$ cat config.mk
export PLATFORM = sky130hd
export DESIGN_NAME = multicycle_controller_hs
export DESIGN_NICKNAME = d
export VERILOG_FILES = /design/src/rtl/multicycle_controller_hs.sv
export SDC_FILE = /design/constraint.sdc
export NUM_CORES = 1
export LEC_CHECK = 0
export CAP_MARGIN = 10
export CORE_UTILIZATION = 28
export CTS_BUF_LIST = sky130_fd_sc_hd__clkbuf_2 sky130_fd_sc_hd__clkbuf_4 sky130_fd_sc_hd__clkbuf_8
export CTS_CLUSTER_SIZE = 25
export DETAILED_ROUTE_END_ITERATION = 10
export MAX_ROUTING_LAYER = met4
export PLACE_DENSITY_LB_ADDON = 0.1
export SLEW_MARGIN = 0
export SYNTH_ARGS = -nofsm -noshare
export SYNTH_HDL_FRONTEND = slang
export SYNTH_SLANG_ARGS = --single-unit
export TNS_END_PERCENT = 5
$ cat constraint.sdc
create_clock -name clk -period 2.2 [get_ports clk]
set_input_delay 0.44 -clock clk [delete_from_list [all_inputs] [get_ports clk]]
set_output_delay 0.44 -clock clk [all_outputs]
set_load 0.005 [all_outputs]
$ cat src/rtl/multicycle_controller_hs.sv
`default_nettype none
// ============================================================================
// Module   : multicycle_controller_hs
// Purpose  : RV32I multicycle main controller with memory ready handshake,
//            illegal-opcode trap, wait timeout and retired-instruction count.
// Revision : 1.0 - initial release
// ============================================================================
module multicycle_controller_hs #(
  parameter int CNT_W           = 32,
  parameter int HALT_ON_ILLEGAL = 1,
  parameter int MAX_WAIT        = 0
) (
  input  logic             clk,
  input  logic             rst,
  input  logic [6:0]       opcode,
  input  logic             mem_ready,
  output logic             mem_req,
  output logic             RegWrite,
  output logic             MemWrite,
  output logic             PCUpdate,
  output logic             IRWrite,
  output logic             AdrSrc,
  output logic             Branch,
  output logic [1:0]       ALUSrcA,
  output logic [1:0]       ALUSrcB,
  output logic [1:0]       ResultSrc,
  output logic [1:0]       ALUOp,
  output logic [2:0]       ImmSrc,
  output logic             illegal,
  output logic             mem_timeout,
  output logic [CNT_W-1:0] instret
);

  localparam logic [4:0] S_FETCH   = 5'd0;
  localparam logic [4:0] S_DECODE  = 5'd1;
  localparam logic [4:0] S_EXEC_R  = 5'd2;
  localparam logic [4:0] S_EXEC_I  = 5'd3;
  localparam logic [4:0] S_ALU_WB  = 5'd4;
  localparam logic [4:0] S_MEM_ADR = 5'd5;
  localparam logic [4:0] S_MEM_RD  = 5'd6;
  localparam logic [4:0] S_MEM_WB  = 5'd7;
  localparam logic [4:0] S_MEM_WR  = 5'd8;
  localparam logic [4:0] S_BRANCH  = 5'd9;
  localparam logic [4:0] S_JAL     = 5'd10;
  localparam logic [4:0] S_JALR    = 5'd11;
  localparam logic [4:0] S_JUMP    = 5'd12;
  localparam logic [4:0] S_JUMP_R  = 5'd13;
  localparam logic [4:0] S_PCJ     = 5'd14;
  localparam logic [4:0] S_LUI     = 5'd15;
  localparam logic [4:0] S_TRAP    = 5'd16;

  localparam logic [6:0] c_OP_R    = 7'b0110011;
  localparam logic [6:0] c_OP_I    = 7'b0010011;
  localparam logic [6:0] c_OP_LW   = 7'b0000011;
  localparam logic [6:0] c_OP_SW   = 7'b0100011;
  localparam logic [6:0] c_OP_BR   = 7'b1100011;
  localparam logic [6:0] c_OP_JAL  = 7'b1101111;
  localparam logic [6:0] c_OP_JALR = 7'b1100111;
  localparam logic [6:0] c_OP_LUI  = 7'b0110111;

  localparam int              c_WAIT_W   = (MAX_WAIT > 0) ? $clog2(MAX_WAIT + 1) : 1;
  localparam logic [c_WAIT_W-1:0] c_WAIT_LIM = c_WAIT_W'(MAX_WAIT);

  logic [4:0]          state_q, state_d;
  logic [c_WAIT_W-1:0] wait_q, wait_d;
  logic [CNT_W-1:0]    instret_q;
  logic                illegal_q, illegal_d;
  logic                timeout_q, timeout_d;

  logic                w_in_wait;
  logic [c_WAIT_W-1:0] w_wait_inc;
  logic                w_wait_exp;
  logic                w_timeout;
  logic                w_bad_op;
  logic                w_retire;

  assign w_in_wait  = (state_q == S_FETCH) || (state_q == S_MEM_RD) || (state_q == S_MEM_WR);
  // The limit is hit on the stalled cycle that would bring the count to MAX_WAIT.
  assign w_wait_inc = wait_q + c_WAIT_W'(1);
  assign w_wait_exp = (MAX_WAIT > 0) && (w_wait_inc == c_WAIT_LIM);

  // State and bookkeeping registers
  always_ff @(posedge clk) begin
    if (rst) begin
      state_q   <= S_FETCH;
      wait_q    <= '0;
      instret_q <= '0;
      illegal_q <= 1'b0;
      timeout_q <= 1'b0;
    end else begin
      state_q   <= state_d;
      wait_q    <= wait_d;
      illegal_q <= illegal_d;
      timeout_q <= timeout_d;
      if (w_retire) begin
        instret_q <= instret_q + CNT_W'(1);
      end
    end
  end

  // Next-state logic
  always_comb begin
    state_d   = state_q;
    w_timeout = 1'b0;
    w_bad_op  = 1'b0;
    w_retire  = 1'b0;
    unique case (state_q)
      S_FETCH: begin
        if (mem_ready) begin
          state_d = S_DECODE;
        end else if (w_wait_exp) begin
          state_d   = S_TRAP;
          w_timeout = 1'b1;
        end
      end
      S_DECODE: begin
        unique case (opcode)
          c_OP_R:           state_d = S_EXEC_R;
          c_OP_I:           state_d = S_EXEC_I;
          c_OP_LW, c_OP_SW: state_d = S_MEM_ADR;
          c_OP_BR:          state_d = S_BRANCH;
          c_OP_JAL:         state_d = S_JAL;
          c_OP_JALR:        state_d = S_JALR;
          c_OP_LUI:         state_d = S_LUI;
          default: begin
            w_bad_op = 1'b1;
            state_d  = (HALT_ON_ILLEGAL != 0) ? S_TRAP : S_FETCH;
          end
        endcase
      end
      S_EXEC_R, S_EXEC_I: state_d = S_ALU_WB;
      S_ALU_WB: begin
        state_d  = S_FETCH;
        w_retire = 1'b1;
      end
      S_MEM_ADR: state_d = (opcode == c_OP_SW) ? S_MEM_WR : S_MEM_RD;
      S_MEM_RD: begin
        if (mem_ready) begin
          state_d = S_MEM_WB;
        end else if (w_wait_exp) begin
          state_d   = S_TRAP;
          w_timeout = 1'b1;
        end
      end
      S_MEM_WR: begin
        if (mem_ready) begin
          state_d  = S_FETCH;
          w_retire = 1'b1;
        end else if (w_wait_exp) begin
          state_d   = S_TRAP;
          w_timeout = 1'b1;
        end
      end
      S_MEM_WB, S_BRANCH, S_PCJ, S_LUI: begin
        state_d  = S_FETCH;
        w_retire = 1'b1;
      end
      S_JAL:    state_d = S_JUMP;
      S_JALR:   state_d = S_JUMP_R;
      S_JUMP:   state_d = S_PCJ;
      S_JUMP_R: state_d = S_ALU_WB;
      S_TRAP:   state_d = S_TRAP;
      default:  state_d = S_FETCH;
    endcase
  end

  always_comb begin
    wait_d = wait_q;
    if (state_d != state_q) begin
      wait_d = '0;
    end else if (w_in_wait && !mem_ready) begin
      wait_d = w_wait_inc;
    end
  end

  // Flags stay up only while parked in TRAP; otherwise they last one cycle.
  assign illegal_d = w_bad_op  | ((state_q == S_TRAP) & illegal_q);
  assign timeout_d = w_timeout | ((state_q == S_TRAP) & timeout_q);

  // Output decode; everything is forced low while rst is held.
  always_comb begin
    mem_req   = 1'b0;
    RegWrite  = 1'b0;
    MemWrite  = 1'b0;
    PCUpdate  = 1'b0;
    IRWrite   = 1'b0;
    AdrSrc    = 1'b0;
    Branch    = 1'b0;
    ALUSrcA   = 2'b00;
    ALUSrcB   = 2'b00;
    ResultSrc = 2'b00;
    ALUOp     = 2'b00;
    ImmSrc    = 3'b000;
    if (!rst) begin
      unique case (state_q)
        S_FETCH: begin
          mem_req   = 1'b1;
          ALUSrcB   = 2'b10;
          ResultSrc = 2'b10;
          IRWrite   = mem_ready;
          PCUpdate  = mem_ready;
        end
        S_DECODE: begin
          ALUSrcA = 2'b01;
          ALUSrcB = 2'b01;
          ImmSrc  = 3'b010;
        end
        S_EXEC_R: begin
          ALUSrcA = 2'b10;
          ALUOp   = 2'b10;
        end
        S_EXEC_I: begin
          ALUSrcA = 2'b10;
          ALUSrcB = 2'b01;
          ALUOp   = 2'b11;
        end
        S_ALU_WB, S_MEM_WB: begin
          RegWrite  = 1'b1;
          ResultSrc = (state_q == S_MEM_WB) ? 2'b01 : 2'b00;
        end
        S_MEM_ADR: begin
          ALUSrcA = 2'b10;
          ALUSrcB = 2'b01;
          ImmSrc  = (opcode == c_OP_SW) ? 3'b001 : 3'b000;
        end
        S_MEM_RD, S_MEM_WR: begin
          mem_req  = 1'b1;
          AdrSrc   = 1'b1;
          MemWrite = (state_q == S_MEM_WR);
        end
        S_BRANCH: begin
          ALUSrcA = 2'b10;
          ALUOp   = 2'b01;
          Branch  = 1'b1;
        end
        S_JAL: begin
          ALUSrcA = 2'b01;
          ALUSrcB = 2'b10;
        end
        S_JALR: begin
          ALUSrcA = 2'b10;
          ALUSrcB = 2'b01;
        end
        S_JUMP: begin
          ImmSrc   = 3'b011;
          ALUSrcA  = 2'b01;
          ALUSrcB  = 2'b01;
          RegWrite = 1'b1;
        end
        S_JUMP_R: begin
          ALUSrcA  = 2'b01;
          ALUSrcB  = 2'b10;
          PCUpdate = 1'b1;
        end
        S_PCJ: PCUpdate = 1'b1;
        S_LUI: begin
          ImmSrc    = 3'b100;
          ResultSrc = 2'b11;
          RegWrite  = 1'b1;
        end
        default: begin
          mem_req = 1'b0;
        end
      endcase
    end
  end

  assign illegal     = illegal_q & ~rst;
  assign mem_timeout = timeout_q & ~rst;
  assign instret     = instret_q;

endmodule
`default_nettype wire

Word-level counts from Yosys, hierarchy flattened
Index checks and enable logic that the tools add are counted.

word-level totals
  output and inout port bits = 52
  input bits = 10
  ROM bits = 0
  memory bits (writable) = 0
  flip-flop bits (word level) = 39
  word-level logic and storage cells = 89
  memories = 0
  latch bits = 0

cells by class
  $add $sub $neg = 1
  $mul = 0
  divide/modulo/power cells = 0
  mux-type cells = 36
  reductions and logical operators = 15
  bitwise gates (word level) = 6
  shift operators = 0
  order comparisons = 0
  eq/ne operators = 27

operators by type and width
  kind                                                              number
  5-bit case mux with 10 select lines                               1
  5-bit by 4-bit == test with 1-bit output (second input constant)  8
  5-bit case mux with 7 select lines                                1
  32-bit by 1-bit adder with 32-bit output (second input constant)  1
  7-bit by 6-bit == test with 1-bit output (second input constant)  3
  7-bit == test (second input constant)                             3
  5-bit by 3-bit == test with 1-bit output (second input constant)  4
  1-bit two-way mux                                                 18
  5-bit two-way mux                                                 3
  5-bit OR reduction                                                3
  2-bit case mux with 3 select lines                                2
  3-bit case mux with 4 select lines                                1
  5-bit by 2-bit == test with 1-bit output (second input constant)  2
  3-bit OR reduction                                                3
  2-bit two-way mux                                                 4
  2-bit case mux with 2 select lines                                2
  2-bit OR reduction                                                4
  4-bit OR reduction                                                2
  8-bit OR reduction                                                1
  7-bit by 2-bit == test with 1-bit output (second input constant)  1
  7-bit by 5-bit == test with 1-bit output (second input constant)  1
  2-bit != test (second input constant)                             3
  5-bit by 1-bit == test with 1-bit output (second input constant)  1
  5-bit == test (second input constant)                             1
  8 further kinds                                                   12

Depth between registers and ports, before layout
  depth in word-level cells = 5
  mapped depth = 8
  depth with buffers taken out = 6

Least setup slack after synthesis
Ideal clock, no wire load.

  kind = reg2reg
  start = reg state_q[3]
  end = reg instret_q[28] (netlist: instret[28])
  clock period less this slack = 2138 ps
  data arrival time = 2068 ps
  buffers on the path = 2
  cell stages (with the launch flop) = 8
  required time = 2129 ps
  library setup time = 71 ps
  path slack = 62 ps
  cells stage by stage = dfxtp_1 buf_4 or3b_1 o221a_1 or4_1 buf_2 or3_1 a21oi_1

between the ends
  cells in the longest elaborated chain, start to end = 3
  elaborated cells between the ends (all ways) = 8
  classes of those cells = 6 x eq/ne; 1 x mux; 1 x reduce/logical

RTL lines
  item                                                                                                  RTL line  RTL
  from (decl)                                                                                           64        logic [4:0] state_q, state_d;
  from (signal assigned)                                                                                91        state_q <= state_d;
  5-bit by 3-bit == test with 1-bit output or 5-bit by 4-bit == test with 1-bit output (tied branches)  107       unique case (state_q)
  5-bit OR reduction (no line)                                                                          --
  1-bit case mux with 2 select lines *                                                                  107
  to (signal assigned)                                                                                  96        instret_q <= instret_q + CNT_W'(1);
  to (decl)                                                                                             66        logic [CNT_W-1:0] instret_q;

Every way passes the cells marked *; elsewhere a longest branch is shown, timed or not.
A chain may end at the register's enable or synchronous reset.

Worst setup path after layout
  start = reg state_q[1]
  end = out ALUOp[0]

between the ends
  cells in the longest elaborated chain, start to end = 3
  elaborated cells between the ends (all ways) = 5
  classes of those cells = 3 x eq/ne; 2 x mux

RTL lines
  item                                                                                                  RTL line  RTL
  5-bit by 4-bit == test with 1-bit output or 5-bit by 2-bit == test with 1-bit output (tied branches)  195       unique case (state_q)
  2-bit case mux with 3 select lines *                                                                  195
  2-bit two-way mux *                                                                                   194       if (!rst) begin
  to (decl)                                                                                             27        output logic [1:0] ALUOp,

Marked as above.

==> impl_metrics.py <==
metrics = {
    "outcome": {
        "outcome": "complete, but fails checks",
        "violations": "setup timing",
    },
    "clock_tree": {
        "cts_max_path_buffers": 2,
        "clock_sinks": 39,
        "cts_root_buffer": "clkbuf_8",
        "cts_buffers": 5,
        "cts_tree": "done",
        "clk_pin_slew_worst_paths_ns": 0.09,
        "htreeDepth": 2,
        "post_cts_buffers": 0,
        "clk_latency_ns": 0.29,
    },
    "routing": {
        "first_iter_violations": 57,
        "avgViaCountPerCell": 5.036,
        "drtPass1Iterations": 4,
        "avgRoutedWirePerCell_um": 13.43,
        "num_vias": 2644,
        "ant_nets": 0,
        "totalWireLength_mm": 7.050,
        "drc": 0,
    },
    "critical_path": {
        "cp-end-kind": "output pin",
        "crit_type": "flip-flop to output pin",
        "rr_worst_depth": 6,
        "critical_path.max_fanout": 18,
        "critPathLaunchType": "flip-flop",
        "r2r-end": "instret[29]",
        "crit_chain": "buf_4, buf_12, xor2_1, nand2_1, nor3_1, clkdlybuf4s50_1",
        "rrSetupSlack_ns": 0.07,
        "critPathMaxStageDelay_ns": 0.52,
        "crit_slowest_cell": "clkdlybuf4s50_1",
        "crit_required_ns": 1.76,
        "r2r-start": "state_q[3]",
        "crit_arrival_ns": 1.82,
    },
    "power_and_ir_drop": {
        "p_leak_nw": 1.439,
        "switchingPower_mw": 0.4587,
        "switching_share_pct": 27.53,
        "p_clk_share_pct": 36.2,
        "intPower_mw": 1.207,
        "p_per_area_nw_per_um2": 458.0,
        "pwr-share-seq_pct": 43.8,
        "comb_power_share_pct": 19.9,
        "peakVddDrop_mv": 0.1952,
    },
    "layout": {
        "fin_cells": 525,
        "finalInstanceArea_um2": 3637,
        "drive_above_1_share_pct": 19.05,
        "multiInputGateArea_um2": 1546,
        "syn2layout_area_growth_pct": 53.81,
        "utilization_pct": 44.49,
        "fill_cells": 859,
        "nets": 430,
        "n_antenna_cell": 0,
        "ff_latch_area_um2": 784.5,
    },
    "sta": {
        "fin_crit_ns": 2.265,
        "period_share_pct": 103.0,
        "rsz0062_at_grt": "yes",
        "max_freq_mhz": 441.5,
        "finClkSkew_ns": 0.009445,
        "report.final.hold_viol_count": 0,
        "worst_slack_ns": -0.06499,
        "setup_tns_ns": -0.1458,
        "setup_violations": 3,
        "slew_headroom_pct": 64.20,
        "finalMaxSlewViolations": 0,
        "tightest_slew_ns": 0.5303,
    },
    "flow_run": {
        "maxCapViolations": 0,
    },
    "hold_path": {
        "hold_class": "flip-flop to flip-flop",
        "whs_path_depth": 1,
        "hp-start": "timeout_q",
        "min_to": "timeout_q",
    },
    "logic_synthesis": {
        "synth-seq-cells": 39,
        "netlist_area_um2": 2365,
        "yosys.area.top_type": "dfxtp_1",
        "synth_edf_count": 0,
        "synthFlopType": "dfxtp_1",
        "yosys.cell_types.count": 43,
        "yosysMostFrequentCell": "nor2_1",
        "synth_seq_area_share_pct": 33.02,
        "syn_nets": 334,
        "syn_area_per_cell_um2": 7.321,
        "yosys-top-cells-count": "nor2_1 (44), dfxtp_1 (39), nand2_1 (30)",
        "synth_area_leaders": "dfxtp_1 (33%), xnor2_1 (8.9%), nor2_1 (7.0%)",
        "yosys_warnings": 0,
        "syn_inst": 323,
        "synth_top_area_share_pct": 33.02,
        "async_flop_share_pct": 0,
    },
    "grt": {
        "grt_pass1_wl_mm": 11.78,
        "overflow": 0,
        "grt_max_degree": 29,
        "grt_pass1_vias": 2459,
        "grtUsageTotal_pct": 16.91,
        "grt_antenna_before_repair": 0,
    },
    "die": {
        "fp.coreArea_um2": 8175,
        "die_w_um": 93.90,
        "num_rows": 33,
        "pin_count": 62,
        "initial_utilization_pct": 28.93,
        "die_y_um": 93.90,
        "die-area_um2": 8817,
    },
    "placed_design": {
        "dpl.hpwl_mm": 5.246,
        "place_inst": 517,
        "port_buffers": 61,
        "gp_congestion": 0.8613,
        "postPlaceCellArea_um2": 3393,
    },
}
-- repair_timing --
action / 4_1_cts / 5_1_grt
endpoints found under the hold margin: 0 / 0
hold buffers: 0 / 0
setup endpoints to repair: 24 / 21
pin swaps: 1 / 2
gates resized for setup: 15 / 32
-- worst max-delay path, delay by kind of cell (launching register included) --
| kind | cells | cell delay (ns) |
|---|---|---|
| and+or+nand+nor | 2 | 0.20 |
| buffers and inverters | 3 | 0.81 |
| DFF | 1 | 0.33 |
| xor gates and xnor gates | 1 | 0.19 |
-- state kept, by name, indices dropped and copies added, names as in the netlist --
name,cells
illegal_q,1
instret,32
state_q,5
timeout_q,1
-- how the worst max path moves through the flow --
stage,start,end
6_report,state_q[1],ALUOp[0]
5_1_grt,state_q[1],ALUOp[0]
4_1_cts,state_q[1],mem_req
3_5_place_dp,rst,AdrSrc
3_3_place_gp,rst,ImmSrc[1]
2_1_floorplan,state_q[3],instret[28]
-- power groups by stage --
stage                     Combinational, mW  Clock [mW]  Sequential [mW]
after floorplan                       0.168           0            0.738
after global placement                0.323           0            0.746
after detailed placement              0.319           0            0.745
after CTS                             0.327       0.623            0.729
after global routing                  0.363       0.647            0.731
final                                 0.332       0.604            0.730
-- cell usage in the layout (no fill, tap or decap), types with 2 or more instances in the layout --
| master | n |
|---|---|
| a211oi_1 | 3 |
| a21oi_1 | 24 |
| a31oi_1 | 5 |
| and3_1 | 7 |
| and4_1 | 7 |
| buf_4 | 43 |
| buf_6 | 6 |
| clkbuf_8 | 5 |
| clkdlybuf4s50_1 | 46 |
| dfxtp_1 | 36 |
| dfxtp_2 | 3 |
| dlygate4sd2_1 | 5 |
| dlymetal6s2s_1 | 10 |
| inv_1 | 4 |
| nand2_1 | 30 |
| nand2b_1 | 4 |
| nand3_1 | 12 |
| nand4_1 | 11 |
| nor2_1 | 39 |
| nor2_2 | 4 |
| nor2b_1 | 3 |
| nor2b_2 | 2 |
| nor3_1 | 17 |
| nor3_2 | 2 |
| nor3b_1 | 2 |
| nor4_1 | 9 |
| nor4b_1 | 5 |
| o21ai_0 | 10 |
| o21ai_1 | 3 |
| or2_1 | 2 |
| or3_1 | 6 |
| xnor2_1 | 24 |
| xor2_1 | 2 |
-- kinds of logic after synthesis --
| kind of cell | synth area share, % |
|---|---|
| xor+xnor | 9.630 |
| fa+ha+maj | 0.5290 |
| compound gates | 13.28 |
| flops | 33.02 |
| buf+inv | 4.551 |
| simple gates | 38.99 |
-- per-stage QoR --
stage,setup slack (ns),hold slack (ns),power (mW)
CTS,-0.2281,0.4842,1.679
finish,-0.06499,0.4792,1.666
floorplan,0.06182,0.4505,0.9055
detailed placement,-0.2891,0.4662,1.064
global placement,-0.2645,0.4605,1.068
global route,-0.1807,0.5008,1.742
-- per-layer routing --
metal | global-route usage [%] | wire length, um | part of all wire, %
met1 | 22.90 | 3448 | 49
met3 | 2.670 | 285 | 4.0
met4 | 2.692 | 40 | 0.57
met5 | - | 0 | 0
met2 | 26.95 | 3275 | 46
-- cell type report --
| class | count | area share [%] |
|---|---|---|
| multi-input cells | 257 | 42.52 |
| clock buffers | 5 | 1.892 |
| repair buffers | 111 | 28.59 |
| clock inverters | 3 | 1.204 |
| flip-flops and latches | 39 | 21.57 |
| inverters | 5 | 0.6192 |
| well taps | 105 | 3.612 |
Power figures use the tool's default switching activity.
